File: config.mk
export PLATFORM = sky130hd
export DESIGN_NAME = uart_tx_fifo
export DESIGN_NICKNAME = d
export VERILOG_FILES = /design/src/rtl/uart_tx_fifo.sv
export SDC_FILE = /design/constraint.sdc
export NUM_CORES = 1
export LEC_CHECK = 0
export ABC_AREA = 1
export BUFFER_PORTS_ARGS = -buffer_cell sky130_fd_sc_hd__clkbuf_2
export CAP_MARGIN = 20
export CORE_MARGIN = 5
export CORE_UTILIZATION = 25
export DETAILED_ROUTE_END_ITERATION = 6
export PLACE_DENSITY = 0.4
export SLEW_MARGIN = 40
export SYNTH_ARGS = -nofsm -noshare
export SYNTH_HDL_FRONTEND = slang
export SYNTH_SLANG_ARGS = --single-unit
File: constraint.sdc
create_clock -name clk -period 3.2 [get_ports clk]
set_input_delay 0 -clock clk [delete_from_list [all_inputs] [get_ports clk]]
set_output_delay 0 -clock clk [all_outputs]
set_load 0.02 [all_outputs]
File: src/rtl/uart_tx_fifo.sv
// uart_tx_fifo: UART transmitter with an integrated TX FIFO, a runtime baud
// divisor and selectable 1 or 2 stop bits. Bytes are buffered and sent as
// back-to-back frames, LSB first.
// Optional feature: define UART_TX_PARITY_EN to add the parity_odd port and a
// PARITY bit after the data bits (parity = ^data ^ parity_odd).
module uart_tx_fifo #(
    parameter int DATA_WIDTH = 8,
    parameter int FIFO_DEPTH = 8,
    parameter int DIV_WIDTH  = 16
) (
    input  logic                          clk,
    input  logic                          rst,
    input  logic                          tx_start,
    input  logic [DATA_WIDTH-1:0]         tx_data,
    output logic                          tx_ready,
    input  logic [DIV_WIDTH-1:0]          baud_div,
    input  logic                          stop2,
`ifdef UART_TX_PARITY_EN
    input  logic                          parity_odd,
`endif
    output logic                          tx,
    output logic                          tx_busy,
    output logic                          tx_done,
    output logic                          tx_overflow,
    output logic [$clog2(FIFO_DEPTH):0]   fifo_count
);

    localparam int AW = $clog2(FIFO_DEPTH);
    localparam int IW = $clog2(DATA_WIDTH);
    localparam logic [IW-1:0]        LAST_BIT   = IW'(DATA_WIDTH - 1);
    localparam logic [AW:0]          FULL_COUNT = (AW + 1)'(FIFO_DEPTH);
    localparam logic [DIV_WIDTH-1:0] DIV_ONE    = DIV_WIDTH'(1);

`ifdef UART_TX_PARITY_EN
    typedef enum logic [2:0] {IDLE, START, DATA, PARITY, STOP} state_t;
`else
    typedef enum logic [2:0] {IDLE, START, DATA, STOP} state_t;
`endif

    logic [DATA_WIDTH-1:0] mem [FIFO_DEPTH];
    logic [AW-1:0]         wr_ptr;
    logic [AW-1:0]         rd_ptr;
    logic                  push;
    logic                  pop;
    logic                  fifo_nonempty;

    state_t                state;
    logic [DIV_WIDTH-1:0]  baud_cnt;
    logic [DIV_WIDTH-1:0]  div_lat;
    logic [DIV_WIDTH-1:0]  new_div;
    logic [DATA_WIDTH-1:0] shreg;
    logic [IW-1:0]         bit_idx;
    logic                  stop2_lat;
    logic                  stop_idx;
    logic                  bit_end;
    logic                  final_stop;
    logic                  frame_end;
    logic                  div_one;
`ifdef UART_TX_PARITY_EN
    logic                  parity_bit;
`endif

    // The FIFO accepts a byte only while it has room; the FSM pops whenever it
    // can start a frame (from IDLE, or directly at the end of the final stop bit).
    assign tx_ready      = (fifo_count != FULL_COUNT);
    assign push          = tx_start && tx_ready;
    assign fifo_nonempty = (fifo_count != '0);
    assign bit_end       = (baud_cnt == '0);
    assign final_stop    = stop2_lat ? stop_idx : 1'b1;
    assign frame_end     = (state == STOP) && bit_end && final_stop;
    assign pop           = fifo_nonempty && ((state == IDLE) || frame_end);
    assign new_div       = (baud_div == '0) ? DIV_ONE : baud_div;
    assign div_one       = (div_lat == DIV_ONE);
    assign tx_busy       = (state != IDLE);

    // FIFO storage; contents need no reset because the pointers define validity.
    always_ff @(posedge clk) begin
        if (push) begin
            mem[wr_ptr] <= tx_data;
        end
    end

    // FIFO pointers, occupancy and the registered overflow pulse.
    always_ff @(posedge clk) begin
        if (rst) begin
            wr_ptr      <= '0;
            rd_ptr      <= '0;
            fifo_count  <= '0;
            tx_overflow <= 1'b0;
        end else begin
            tx_overflow <= tx_start && !tx_ready;
            if (push) begin
                wr_ptr <= wr_ptr + 1'b1;
            end
            if (pop) begin
                rd_ptr <= rd_ptr + 1'b1;
            end
            case ({push, pop})
                2'b10:   fifo_count <= fifo_count + 1'b1;
                2'b01:   fifo_count <= fifo_count - 1'b1;
                default: fifo_count <= fifo_count;
            endcase
        end
    end

    // Frame sequencer: each bit lasts div_lat cycles; tx and tx_done are
    // registered, so tx_done is armed one cycle ahead of the last stop cycle.
    always_ff @(posedge clk) begin
        if (rst) begin
            state     <= IDLE;
            tx        <= 1'b1;
            tx_done   <= 1'b0;
            baud_cnt  <= '0;
            div_lat   <= DIV_ONE;
            shreg     <= '0;
            bit_idx   <= '0;
            stop2_lat <= 1'b0;
            stop_idx  <= 1'b0;
`ifdef UART_TX_PARITY_EN
            parity_bit <= 1'b0;
`endif
        end else begin
            tx_done <= 1'b0;
            if (pop) begin
                shreg     <= mem[rd_ptr];
                div_lat   <= new_div;
                baud_cnt  <= new_div - 1'b1;
                stop2_lat <= stop2;
`ifdef UART_TX_PARITY_EN
                parity_bit <= (^mem[rd_ptr]) ^ parity_odd;
`endif
                bit_idx   <= '0;
                stop_idx  <= 1'b0;
                tx        <= 1'b0;
                state     <= START;
            end else begin
                case (state)
                    IDLE: begin
                        tx <= 1'b1;
                    end
                    START: begin
                        if (bit_end) begin
                            state    <= DATA;
                            tx       <= shreg[0];
                            bit_idx  <= '0;
                            baud_cnt <= div_lat - 1'b1;
                        end else begin
                            baud_cnt <= baud_cnt - 1'b1;
                        end
                    end
                    DATA: begin
                        if (bit_end) begin
                            baud_cnt <= div_lat - 1'b1;
                            if (bit_idx == LAST_BIT) begin
`ifdef UART_TX_PARITY_EN
                                state <= PARITY;
                                tx    <= parity_bit;
`else
                                state    <= STOP;
                                tx       <= 1'b1;
                                stop_idx <= 1'b0;
                                if (!stop2_lat && div_one) begin
                                    tx_done <= 1'b1;
                                end
`endif
                            end else begin
                                bit_idx <= bit_idx + 1'b1;
                                tx      <= shreg[1];
                                shreg   <= shreg >> 1;
                            end
                        end else begin
                            baud_cnt <= baud_cnt - 1'b1;
                        end
                    end
`ifdef UART_TX_PARITY_EN
                    PARITY: begin
                        if (bit_end) begin
                            state    <= STOP;
                            tx       <= 1'b1;
                            stop_idx <= 1'b0;
                            baud_cnt <= div_lat - 1'b1;
                            if (!stop2_lat && div_one) begin
                                tx_done <= 1'b1;
                            end
                        end else begin
                            baud_cnt <= baud_cnt - 1'b1;
                        end
                    end
`endif
                    STOP: begin
                        if (bit_end) begin
                            if (final_stop) begin
                                state <= IDLE;
                                tx    <= 1'b1;
                            end else begin
                                stop_idx <= 1'b1;
                                baud_cnt <= div_lat - 1'b1;
                                if (div_one) begin
                                    tx_done <= 1'b1;
                                end
                            end
                        end else begin
                            baud_cnt <= baud_cnt - 1'b1;
                            if (final_stop && (baud_cnt == DIV_ONE)) begin
                                tx_done <= 1'b1;
                            end
                        end
                    end
                    default: begin
                        state <= IDLE;
                        tx    <= 1'b1;
                    end
                endcase
            end
        end
    end

endmodule

==> flow_summary.ini <==
[global_route]
grt_max_degree = 51
grt_pass1_vias = 5735
grtUsageTotal_pct = 13.3
antenna_found_initial = 0
grt_pass1_wl_um = 32100
grt_remaining_overflow = 0

[clock_network]
cts_buffer_depth = 2
cts_made_buffers = 17
clock-sinks = 127
cts_tree = built
cts-htree-levels = 4
cts_resized = 0
worstSkewPairLatency_ns = 0.43
path_clk_slew_ns = 0.07
clk_root_buffer_cell = clkbuf_16

[sta]
slew_headroom_pct = 58.1
rsz0062_at_grt = no
finClkSkew_ns = 0.0340
finalCriticalPeriod_ns = 2.58
period_share_pct = 80.7
timing.hold.ws_ns = 0.0340
fmax_mhz = 387
worst_slack_ns = 0.616
final_hold_viol_count = 0
max_slew.worst_pin.slew_ns = 0.628
drv_slew = 0
tns_ns = 0
setup_viol = 0

[final_layout]
nets = 999
final_util_pct = 30.5
layout-area-overhead-vs-synth_pct = 20.8
instances_no_fill = 1308
layout.cells.most_common = nand2_1
fillers = 2919
diodes = 0
layout-drive-gt1-share_pct = 11.3
stdcell_area_sq_um = 8200
mostFrequentLayoutCells = 233 x nand2_1, 118 x nor2_1, 96 x nand3_1

[placed_design]
preCtsSetupSlack_ns = 0.616
post_dp_cell_area_sq_um = 7370
gp_congestion = 0.799
portBuffers = 36
hpwlAfterDp_um = 14100
dp.cells = 1251

[worst_setup_path]
crit_path_max_fanout = 14
critPathSlowestCell = nor3_1
path_common_cell = inv_1
crit_arrival_ns = 2.89
critical_path.max_stage_delay_ns = 0.40
startpoint_type = register
path_class = reg2reg
worstPathCellList = inv_1, nand2_1, nor3_1, inv_1, nand2_4, clkinv_2, ha_1, nand2_1, inv_1, nor2_1, nand3_1, a21oi_1, o21ai_0, o21ai_0, a21oi_1
cp.required_ns = 3.51
worst_setup_path_end_kind = register

[yosys]
synth_area_per_cell_sq_um = 7.67
ys_seq_area_share_pct = 46.9
yosysTopAreaCell = edfxtp_1
synth_top_area_share_pct = 28.3
synth_edf_count = 64
ys.flop_type = edfxtp_1
synth_area_leaders = edfxtp_1 28%, dfxtp_1 19%, nand2_1 13%
postSynthNetCount = 930
synth_area_sq_um = 6790
ys_warn_count = 0
synth_cell_types = 38
synthCells = 885
async_reset_ff_share_pct = 0
synth_seq_cells = 127

[power_and_ir_drop]
power_mw = 7.84
powerDensity_nw_per_um2 = 956
cellLeakagePower_nw = 3.48
vdd_drop_max_mv = 0.380

[die]
ioPinCount = 37
die_h_um = 175
die_w_um = 175
start_util_pct = 25.3
core_sq_um = 26900
dieArea_sq_um = 30500
rows = 60

[drt]
drc_errors = 0
drt_iter0_markers = 301
ant_nets = 0
wire_per_inst_um = 15.1
first_pass_iters = 5
vias = 5799
via_per_inst = 4.43
drt_wl_total_um = 19700

[status]
outcome = complete, no violations

[run]
cap_violations = 0

[hold_path]
hp-class = in2reg
## synthesized netlist by cell type, types with 6 or more instances
master and instances:
nand2_2 6, ha_1 17, o21ai_1 23, edfxtp_1 64, xnor2_1 6, nor3_1 9, nand2_1 233, dfxtp_1 63
o21ai_0 38, clkbuf_1 17, xor2_1 12, nor2_1 118, nand3_1 96, a21oi_1 47, inv_1 82, nand4_1 7
## path summary, 6_finish.rpt
path | start | endpoint | slack (ns) | cells after the start
worst min register to register | shreg[7]$_SDFFE_PP0P_ | shreg[7]$_SDFFE_PP0P_ | 0.47 | 2
worst max-delay path | fifo_count[0]$_SDFFE_PP0P_ | fifo_count[3]$_SDFFE_PP0P_ | 0.62 | 15
worst min-delay path | rst | shreg[1]$_SDFFE_PP0P_ | 0.03 | 2
worst max register to register | fifo_count[0]$_SDFFE_PP0P_ | fifo_count[3]$_SDFFE_PP0P_ | 0.62 | 15
## cells by family (layout without fill, tap and decap cells)
logic type                 after synthesis  count (layout)  synth area share, %
DFF                                    127             127                 46.9
and+or+nand+nor                        486             486                 31.0
buffers and inverters                  115             197                 7.10
xor gates and xnor gates                18              18                 2.32
adders and majority gates               17              17                 3.13
AOI/OAI and AO/OA                      122             122                 9.55
## what timing repair did
item	CTS	global route
hold buffers	25	0
endpoints found under the hold margin	82	0
setup buffers	0	0
## flip-flops by register name (all words and copies together) (netlist names), named ones only
register     cells
wr_ptr           3
mem             64
shreg            8
rd_ptr           3
stop_idx         1
tx_done          1
baud_cnt        16
div_lat         16
tx_overflow      1
tx               1
state            2
fifo_count       4
bit_idx          3
stop2_lat        1
## metal layers
layer / routed length, um / GRT usage [%] / vias up
li1: - / - / 3051
met1: 9680 / 17.9 / 2681
met2: 9520 / 22.4 / 56
met3: 372 / 2.10 / 11
met4: 174 / 3.24 / 0
met5: 0 / 0 / -
## final cells by class
class,instances,area (sq um),share of cell area (%)
Clock buffer,17,425,5.19
Multi-Input combinational cell,643,3120,38.1
Timing Repair Buffer,78,558,6.80
Tap cell,341,427,5.20
Clock inverter,15,159,1.94
Inverter,87,328,4.00
Sequential cell,127,3180,38.8
## power breakdown
part / total, mW / internal, mW / switching (mW)
combinational: 3.64 / 1.14 / 2.49
clock: 1.92 / 1.05 / 0.877
sequential: 2.28 / 2.03 / 0.254
total: 7.84 / 4.22 / 3.62
## critical path: cells and delay by family, from the launching register on
kind | cells | cell delay (ns)
compound gates | 4 | 0.46
simple gates | 6 | 0.98
buf+inv | 4 | 0.45
fa+ha+maj | 1 | 0.23
flops | 1 | 0.34
Note: power is estimated with default switching activity, not from simulation.
